==> src/rtl/ibex_rf_wr_arbiter_pkg.sv <==
// Shared types for the register-file write-port arbiter: grant source encoding,
// port widths and a small address helper.
package ibex_rf_wr_arbiter_pkg;

  localparam int unsigned RegAddrW = 5;
  localparam int unsigned DataW    = 32;

  typedef enum logic [2:0] {
    RF_WR_LSU  = 3'd0,
    RF_WR_HOLD = 3'd1,
    RF_WR_MD   = 3'd2,
    RF_WR_WB   = 3'd3,
    RF_WR_NONE = 3'd4
  } rf_wr_src_e;

  // x0 is hardwired to zero, so only non-zero destinations are real writes.
  function automatic logic rf_addr_nz(input logic [RegAddrW-1:0] addr);
    return (addr != {RegAddrW{1'b0}});
  endfunction

endpackage

==> src/rtl/ibex_rf_wr_arbiter_if.sv <==
// Producer/consumer bundle around the register-file write port and decode read
// addresses. master = producers and decode, slave = the arbiter.
interface ibex_rf_wr_arbiter_if;
  import ibex_rf_wr_arbiter_pkg::*;

  logic                lsu_we_i;
  logic [RegAddrW-1:0] lsu_waddr_i;
  logic [DataW-1:0]    lsu_wdata_i;
  logic                wb_valid_i;
  logic                wb_ready_o;
  logic [RegAddrW-1:0] wb_waddr_i;
  logic [DataW-1:0]    wb_wdata_i;
  logic                md_valid_i;
  logic                md_ready_o;
  logic [RegAddrW-1:0] md_waddr_i;
  logic [DataW-1:0]    md_wdata_i;
  logic [RegAddrW-1:0] rf_raddr_a_i;
  logic [RegAddrW-1:0] rf_raddr_b_i;
  logic                rd_hazard_o;
  logic                rf_we_o;
  logic [RegAddrW-1:0] rf_waddr_o;
  logic [DataW-1:0]    rf_wdata_o;
  logic                hold_valid_o;

  modport master (
    output lsu_we_i, lsu_waddr_i, lsu_wdata_i,
    output wb_valid_i, wb_waddr_i, wb_wdata_i,
    output md_valid_i, md_waddr_i, md_wdata_i,
    output rf_raddr_a_i, rf_raddr_b_i,
    input  wb_ready_o, md_ready_o, rd_hazard_o,
    input  rf_we_o, rf_waddr_o, rf_wdata_o, hold_valid_o
  );

  modport slave (
    input  lsu_we_i, lsu_waddr_i, lsu_wdata_i,
    input  wb_valid_i, wb_waddr_i, wb_wdata_i,
    input  md_valid_i, md_waddr_i, md_wdata_i,
    input  rf_raddr_a_i, rf_raddr_b_i,
    output wb_ready_o, md_ready_o, rd_hazard_o,
    output rf_we_o, rf_waddr_o, rf_wdata_o, hold_valid_o
  );

endinterface

==> src/rtl/ibex_rf_wr_arbiter_chk.sv <==
// Protocol checker for the write-port arbiter: a writeback may only be captured
// into the hold buffer when it has actually been accepted.
module ibex_rf_wr_arbiter_chk (
  input logic clk_i,
  input logic rst_ni,
  input logic lsu_we_i,
  input logic hold_valid_i,
  input logic wb_capture_i,
  input logic wb_ready_i
);

  // An occupied buffer displaced by an LSU write has no room for a new result.
  a_no_capture_without_ready: assert property (
    @(posedge clk_i) disable iff (!rst_ni)
    !(lsu_we_i && hold_valid_i && wb_capture_i && !wb_ready_i)
  );

endmodule

==> src/rtl/ibex_rf_wr_arbiter.sv <==
// Single register-file write port shared by LSU, hold buffer, mul/div and
// writeback, with a one-entry hold buffer and mul/div starvation guard.
module ibex_rf_wr_arbiter #(
  parameter int unsigned StarveLimit = 3
) (
  input logic                  clk_i,
  input logic                  rst_ni,
  ibex_rf_wr_arbiter_if.slave  bus
);
  import ibex_rf_wr_arbiter_pkg::*;

  localparam int unsigned   CntW      = $clog2(StarveLimit + 1);
  localparam logic [CntW-1:0] StarveMax = CntW'(StarveLimit);
  localparam logic [CntW-1:0] CntOne    = CntW'(1);

  logic                hold_valid_q, hold_valid_d;
  logic [RegAddrW-1:0] hold_waddr_q, hold_waddr_d;
  logic [DataW-1:0]    hold_wdata_q, hold_wdata_d;
  logic [CntW-1:0]     md_wait_q, md_wait_d;

  rf_wr_src_e          grant_src;
  logic                md_starve;
  logic                wb_ready;
  logic                wb_capture;
  logic [RegAddrW-1:0] wr_addr;
  logic [DataW-1:0]    wr_data;

  assign md_starve = (md_wait_q == StarveMax);

  // Fixed-priority grant; the LSU can never be stalled so it always wins.
  always_comb begin
    grant_src = RF_WR_NONE;
    if (bus.lsu_we_i) begin
      grant_src = RF_WR_LSU;
    end else if (hold_valid_q) begin
      grant_src = RF_WR_HOLD;
    end else if (bus.md_valid_i && md_starve) begin
      grant_src = RF_WR_MD;
    end else if (bus.wb_valid_i) begin
      grant_src = RF_WR_WB;
    end else if (bus.md_valid_i) begin
      grant_src = RF_WR_MD;
    end else begin
      grant_src = RF_WR_NONE;
    end
  end

  // Write-port data mux driven by the grant.
  always_comb begin
    wr_addr = {RegAddrW{1'b0}};
    wr_data = {DataW{1'b0}};
    case (grant_src)
      RF_WR_LSU: begin
        wr_addr = bus.lsu_waddr_i;
        wr_data = bus.lsu_wdata_i;
      end
      RF_WR_HOLD: begin
        wr_addr = hold_waddr_q;
        wr_data = hold_wdata_q;
      end
      RF_WR_MD: begin
        wr_addr = bus.md_waddr_i;
        wr_data = bus.md_wdata_i;
      end
      RF_WR_WB: begin
        wr_addr = bus.wb_waddr_i;
        wr_data = bus.wb_wdata_i;
      end
      default: begin
        wr_addr = {RegAddrW{1'b0}};
        wr_data = {DataW{1'b0}};
      end
    endcase
  end

  // A draining buffer frees its slot in the same cycle, so writeback may refill it.
  assign wb_ready   = bus.wb_valid_i & (~hold_valid_q | (grant_src == RF_WR_HOLD));
  assign wb_capture = wb_ready & (grant_src != RF_WR_WB) & rf_addr_nz(bus.wb_waddr_i);

  // Hold buffer next state: capture has precedence over drain (refill case).
  always_comb begin
    hold_valid_d = hold_valid_q;
    hold_waddr_d = hold_waddr_q;
    hold_wdata_d = hold_wdata_q;
    if (wb_capture) begin
      hold_valid_d = 1'b1;
      hold_waddr_d = bus.wb_waddr_i;
      hold_wdata_d = bus.wb_wdata_i;
    end else if (grant_src == RF_WR_HOLD) begin
      hold_valid_d = 1'b0;
    end else begin
      hold_valid_d = hold_valid_q;
    end
  end

  // Starvation counter: counts consecutive denied mul/div cycles, saturating.
  always_comb begin
    md_wait_d = md_wait_q;
    if (!bus.md_valid_i || (grant_src == RF_WR_MD)) begin
      md_wait_d = {CntW{1'b0}};
    end else if (!md_starve) begin
      md_wait_d = md_wait_q + CntOne;
    end else begin
      md_wait_d = md_wait_q;
    end
  end

  // State registers; reset drops any held entry along with the flushed pipeline.
  always_ff @(posedge clk_i or negedge rst_ni) begin
    if (!rst_ni) begin
      hold_valid_q <= 1'b0;
      hold_waddr_q <= {RegAddrW{1'b0}};
      hold_wdata_q <= {DataW{1'b0}};
      md_wait_q    <= {CntW{1'b0}};
    end else begin
      hold_valid_q <= hold_valid_d;
      hold_waddr_q <= hold_waddr_d;
      hold_wdata_q <= hold_wdata_d;
      md_wait_q    <= md_wait_d;
    end
  end

  assign bus.wb_ready_o   = wb_ready;
  assign bus.md_ready_o   = (grant_src == RF_WR_MD);
  assign bus.rf_we_o      = (grant_src != RF_WR_NONE) & rf_addr_nz(wr_addr);
  assign bus.rf_waddr_o   = wr_addr;
  assign bus.rf_wdata_o   = wr_data;
  assign bus.hold_valid_o = hold_valid_q;
  assign bus.rd_hazard_o  = hold_valid_q & rf_addr_nz(hold_waddr_q) &
                            ((hold_waddr_q == bus.rf_raddr_a_i) |
                             (hold_waddr_q == bus.rf_raddr_b_i));

  ibex_rf_wr_arbiter_chk u_chk (
    .clk_i        (clk_i),
    .rst_ni       (rst_ni),
    .lsu_we_i     (bus.lsu_we_i),
    .hold_valid_i (hold_valid_q),
    .wb_capture_i (wb_capture),
    .wb_ready_i   (wb_ready)
  );

endmodule
==> src/flat_wrapper.sv <==
// flat-port wrapper written by rule: the top's interface ports become plain ports
module ibex_rf_wr_arbiter_flat import ibex_rf_wr_arbiter_pkg::*;
#(
  parameter int unsigned StarveLimit = 3
)
  (clk_i, rst_ni, bus_lsu_we_i, bus_lsu_waddr_i, bus_lsu_wdata_i, bus_wb_valid_i, bus_wb_waddr_i, bus_wb_wdata_i, bus_md_valid_i, bus_md_waddr_i, bus_md_wdata_i, bus_rf_raddr_a_i, bus_rf_raddr_b_i, bus_wb_ready_o, bus_md_ready_o, bus_rd_hazard_o, bus_rf_we_o, bus_rf_waddr_o, bus_rf_wdata_o, bus_hold_valid_o);
  ibex_rf_wr_arbiter_if bus_i ();
  input logic clk_i;
  input logic rst_ni;
  input wire logic [$bits(bus_i.lsu_we_i)-1:0] bus_lsu_we_i;
  input wire logic [$bits(bus_i.lsu_waddr_i)-1:0] bus_lsu_waddr_i;
  input wire logic [$bits(bus_i.lsu_wdata_i)-1:0] bus_lsu_wdata_i;
  input wire logic [$bits(bus_i.wb_valid_i)-1:0] bus_wb_valid_i;
  input wire logic [$bits(bus_i.wb_waddr_i)-1:0] bus_wb_waddr_i;
  input wire logic [$bits(bus_i.wb_wdata_i)-1:0] bus_wb_wdata_i;
  input wire logic [$bits(bus_i.md_valid_i)-1:0] bus_md_valid_i;
  input wire logic [$bits(bus_i.md_waddr_i)-1:0] bus_md_waddr_i;
  input wire logic [$bits(bus_i.md_wdata_i)-1:0] bus_md_wdata_i;
  input wire logic [$bits(bus_i.rf_raddr_a_i)-1:0] bus_rf_raddr_a_i;
  input wire logic [$bits(bus_i.rf_raddr_b_i)-1:0] bus_rf_raddr_b_i;
  output wire logic [$bits(bus_i.wb_ready_o)-1:0] bus_wb_ready_o;
  output wire logic [$bits(bus_i.md_ready_o)-1:0] bus_md_ready_o;
  output wire logic [$bits(bus_i.rd_hazard_o)-1:0] bus_rd_hazard_o;
  output wire logic [$bits(bus_i.rf_we_o)-1:0] bus_rf_we_o;
  output wire logic [$bits(bus_i.rf_waddr_o)-1:0] bus_rf_waddr_o;
  output wire logic [$bits(bus_i.rf_wdata_o)-1:0] bus_rf_wdata_o;
  output wire logic [$bits(bus_i.hold_valid_o)-1:0] bus_hold_valid_o;
  assign bus_i.lsu_we_i = bus_lsu_we_i;
  assign bus_i.lsu_waddr_i = bus_lsu_waddr_i;
  assign bus_i.lsu_wdata_i = bus_lsu_wdata_i;
  assign bus_i.wb_valid_i = bus_wb_valid_i;
  assign bus_i.wb_waddr_i = bus_wb_waddr_i;
  assign bus_i.wb_wdata_i = bus_wb_wdata_i;
  assign bus_i.md_valid_i = bus_md_valid_i;
  assign bus_i.md_waddr_i = bus_md_waddr_i;
  assign bus_i.md_wdata_i = bus_md_wdata_i;
  assign bus_i.rf_raddr_a_i = bus_rf_raddr_a_i;
  assign bus_i.rf_raddr_b_i = bus_rf_raddr_b_i;
  assign bus_wb_ready_o = bus_i.wb_ready_o;
  assign bus_md_ready_o = bus_i.md_ready_o;
  assign bus_rd_hazard_o = bus_i.rd_hazard_o;
  assign bus_rf_we_o = bus_i.rf_we_o;
  assign bus_rf_waddr_o = bus_i.rf_waddr_o;
  assign bus_rf_wdata_o = bus_i.rf_wdata_o;
  assign bus_hold_valid_o = bus_i.hold_valid_o;
  ibex_rf_wr_arbiter #(.StarveLimit(StarveLimit)) u_core (.clk_i(clk_i), .rst_ni(rst_ni), .bus(bus_i));
endmodule
==> config.mk <==
export PLATFORM = sky130hd
export DESIGN_NAME = ibex_rf_wr_arbiter_flat
export DESIGN_NICKNAME = d
export VERILOG_FILES = /design/src/rtl/ibex_rf_wr_arbiter_pkg.sv /design/src/rtl/ibex_rf_wr_arbiter_if.sv /design/src/rtl/ibex_rf_wr_arbiter_chk.sv /design/src/rtl/ibex_rf_wr_arbiter.sv /design/src/flat_wrapper.sv
export SDC_FILE = /design/constraint.sdc
export NUM_CORES = 1
export LEC_CHECK = 0
export CAP_MARGIN = 20
export CORE_MARGIN = 1.5
export CORE_UTILIZATION = 33
export DETAILED_ROUTE_END_ITERATION = 12
export PLACE_DENSITY = 0.78
export SETUP_SLACK_MARGIN = 0.1
export SLEW_MARGIN = 20
export SYNTH_ARGS = -nofsm -noshare
export SYNTH_HDL_FRONTEND = slang
export SYNTH_SLANG_ARGS = --single-unit
==> constraint.sdc <==
create_clock -name clk_i -period 2.6 [get_ports clk_i]
set_clock_uncertainty 0.05 [all_clocks]
set_input_delay 0.78 -clock clk_i [delete_from_list [all_inputs] [get_ports clk_i]]
set_output_delay 0.78 -clock clk_i [all_outputs]
set_load 0.02 [all_outputs]
==> flow_metrics.tcl <==
set metrics [dict create \
    outcome "finished, violations left" \
    failed_checks "setup timing" \
    timing.fmax_mhz 340 \
    end_kind "primary output" \
    power_leakage_nw 2.49 \
    hold_viol 0 \
    async_flop_share_pct 100 \
    max_cap_violations 0 \
    via_per_inst 5.35 \
    synth.most_common_cell "nand2_1" \
    root_buffer "clkbuf_8" \
    die_h_um 90.2 \
    avgSynthCellArea_um2 10.3 \
    design_area_um2 5390 \
    seq_area_frac_synth_pct 39.9 \
    place_ws_ns -1.26 \
    syn-cell-area_um2 2510 \
    r2r_end "u_core.hold_wdata_q[16]" \
    fin_util_pct 73.9 \
    htree_levels 2 \
    n_antenna_cell 0 \
    drive_gt1_share_pct 50.4 \
    start_util_pct 34.4 \
    finalWeightedCongestion 0.799 \
    fin_ws_ns -0.339 \
    grt_pass1_vias 3217 \
    routedWlPerCell_um 18.6 \
    dr_total_vias 3010 \
    drc_errors 0 \
    critPathMaxFanout 8 \
    r2r_slack_ns 0.38 \
    cts_buffer_depth 2 \
    r2r_cells 8 \
    tritoncts "yes" \
    ant_nets 0 \
    crit_required_ns 1.77 \
    tightest_slew_ns 0.925 \
    setup_violations 38 \
    synthDistinctLibCells 27 \
    synth_area_leader_cell "dfrtp_1" \
    synth_edf_count 0 \
    finalPower_w 0.00252 \
    core_um2 7290 \
    synth.area.top_cells "dfrtp_1, a222oi_1, mux2_4, nand2_1, mux2_2" \
    syn_inst 243 \
    grt_overflow 0 \
    grt_max_degree 41 \
    die_w_um 90.2 \
    final_nets 590 \
    hold_buffers 0 \
    path_clk_slew_ns 0.07 \
    grt_pass1_wl_um 15800 \
    finalNonFillerCells 563 \
    io_buffer_count 167 \
    relSlewSlack_pct 38.3 \
    final_min_period_over_clock_period_pct 113 \
    rows 31 \
    yosysWarnings 0 \
    ys_ff_latch 40 \
    cts_sinks 40 \
    min_from "u_core.hold_wdata_q[1]" \
    cp.arrival_ns 2.11 \
    insertion_delay_ns 0.28 \
    synthTopCellsByCount "nand2_1, dfrtp_1, a222oi_1" \
    routed_wl_um 10500 \
    dr.pass1.iters 7 \
    slew_violations 0 \
    critPathKind "in -> out" \
    ys.flop_type "dfrtp_1" \
    place_area_um2 4630 \
    post-dp-hpwl_um 6810 \
    antenna_found_initial 0 \
    netlist.area_leader.share_pct 39.9 \
    r2r-start "u_core.md_wait_q[0]" \
    synthesis.nets 370 \
    io_pins 168 \
    syn2layout_area_growth_pct 115 \
    track_usage_pct 24.3 \
    rsz0062_at_grt "true" \
    ir_drop_uv 228 \
    whs_path_depth 1 \
    min_delay_worst_endpoint "u_core.hold_wdata_q[1]" \
    numCtsBuffers 5 \
    powerDensity_nw_per_um2 467 \
    post-route-min-period_ns 2.94 \
    hp-class "reg -> reg" \
    dieArea_um2 8140 \
    dp_cells 531 \
    critPathLaunchType "input port" \
    drtIter0Drc 181 \
]
[where the power goes]
group / switching, W / total (W) / internal, W
logic: 0.000503 / 0.00125 / 0.000745
registers: 0.0000962 / 0.000842 / 0.000745
clock network: 0.000212 / 0.000428 / 0.000216
total: 0.000812 / 0.00252 / 0.00171
[stage by stage]
| step | TNS [ns] | hold WS, ns |
|---|---|---|
| floorplan | -1.15 | 0.432 |
| global placement | -60.91 | 0.441 |
| detailed placement | -62.71 | 0.445 |
| CTS | -9.26 | 0.466 |
| global route | -11.95 | 0.481 |
| finish | -10.08 | 0.465 |
[how the worst max path moves through the flow]
stage                 startpoint          end  slack, ns  cells past startpoint
floorplan           bus_lsu_we_i  bus_rf_we_o      -0.11                      6
global placement    bus_lsu_we_i  bus_rf_we_o      -1.20                      8
detailed placement  bus_lsu_we_i  bus_rf_we_o      -1.26                      8
CTS                 bus_lsu_we_i  bus_rf_we_o      -0.31                      9
global route        bus_lsu_we_i  bus_rf_we_o      -0.39                      8
finish              bus_lsu_we_i  bus_rf_we_o      -0.34                      8
[logic make-up (layout without fill, tap and decap cells)]
group,count (synthesis),in the layout,share of synthesized area (%)
AND/OR/NAND/NOR,83,83,13.5
flip-flops,40,40,39.9
adder cells (fa/ha/maj),1,1,0.498
XOR/XNOR,10,10,3.49
AO/OA/AOI/OAI,50,50,18.6
multiplexers,37,37,19.4
buffers and inverters,22,243,4.59
[layout by cell type (no fill, tap or decap), types with 2 or more instances in the layout]
cell             synthesis  routed
nand2_2                  0      34
buf_6                    3      49
xor2_1                   6       6
dfrtp_1                 40      38
a221o_1                  5       5
a222oi_1                32      32
inv_2                    0       2
clkbuf_16                0       2
nor3_1                   5       3
buf_4                    0      44
dlygate4sd2_1            0       9
clkbuf_8                 0       6
clkdlybuf4s50_1          0     107
buf_12                   0       7
nand2_4                  0      22
nand2_1                 65       9
mux2_2                  18      18
bufbuf_16                0       4
a31oi_1                  2       2
mux2_4                  19      19
buf_2                    8       5
clkbuf_2                 0       2
a21oi_2                  0       2
nor2_1                   5       4
a22o_1                   5       5
xnor2_1                  4       4
dfrtp_2                  0       2
buf_8                    0       3
nand3_1                  2       2
[metal layers]
layer	vias up	part of all wire (%)	wire length (um)	global-route usage, %
li1	1381	-	-	-
met1	1483	37	3880	27.2
met2	125	54	5700	45.1
met3	21	6.6	693	5.50
met4	0	2.0	211	8.07
met5	-	0	0	0
[critical path, stage by stage]
cell and delay [ns]:
buf_8 0.10, or2_4 0.26, a211oi_4 0.30, buf_6 0.20
a221o_1 0.21, nor3_2 0.06, nand2_1 0.07, buf_6 0.11
[registers in the layout, summed over array words and instances (netlist names)]
signal                   flops
u_core.bus.hold_valid_o      1
u_core.hold_waddr_q          5
u_core.hold_wdata_q         32
u_core.md_wait_q             2
[repair_timing]
item / in CTS / in global routing
endpoints found under the setup margin: 79 / 55
resized for setup: 314 / 69
cloned: 7 / 2
pin swaps: 40 / 52
endpoints found under the hold margin: 0 / 0
buffers inserted: 14 / 8
[final cells by class]
class / count / area (um^2)
timing repair buffer: 233 / 2440
fill: 536 / 1900
multi-input combinational: 181 / 1720
sequential: 40 / 1000
tap: 99 / 124
clock buffer: 7 / 86.3
clock inverter: 1 / 7.51
inverter: 2 / 7.51
(Power assumes the default switching activity.)
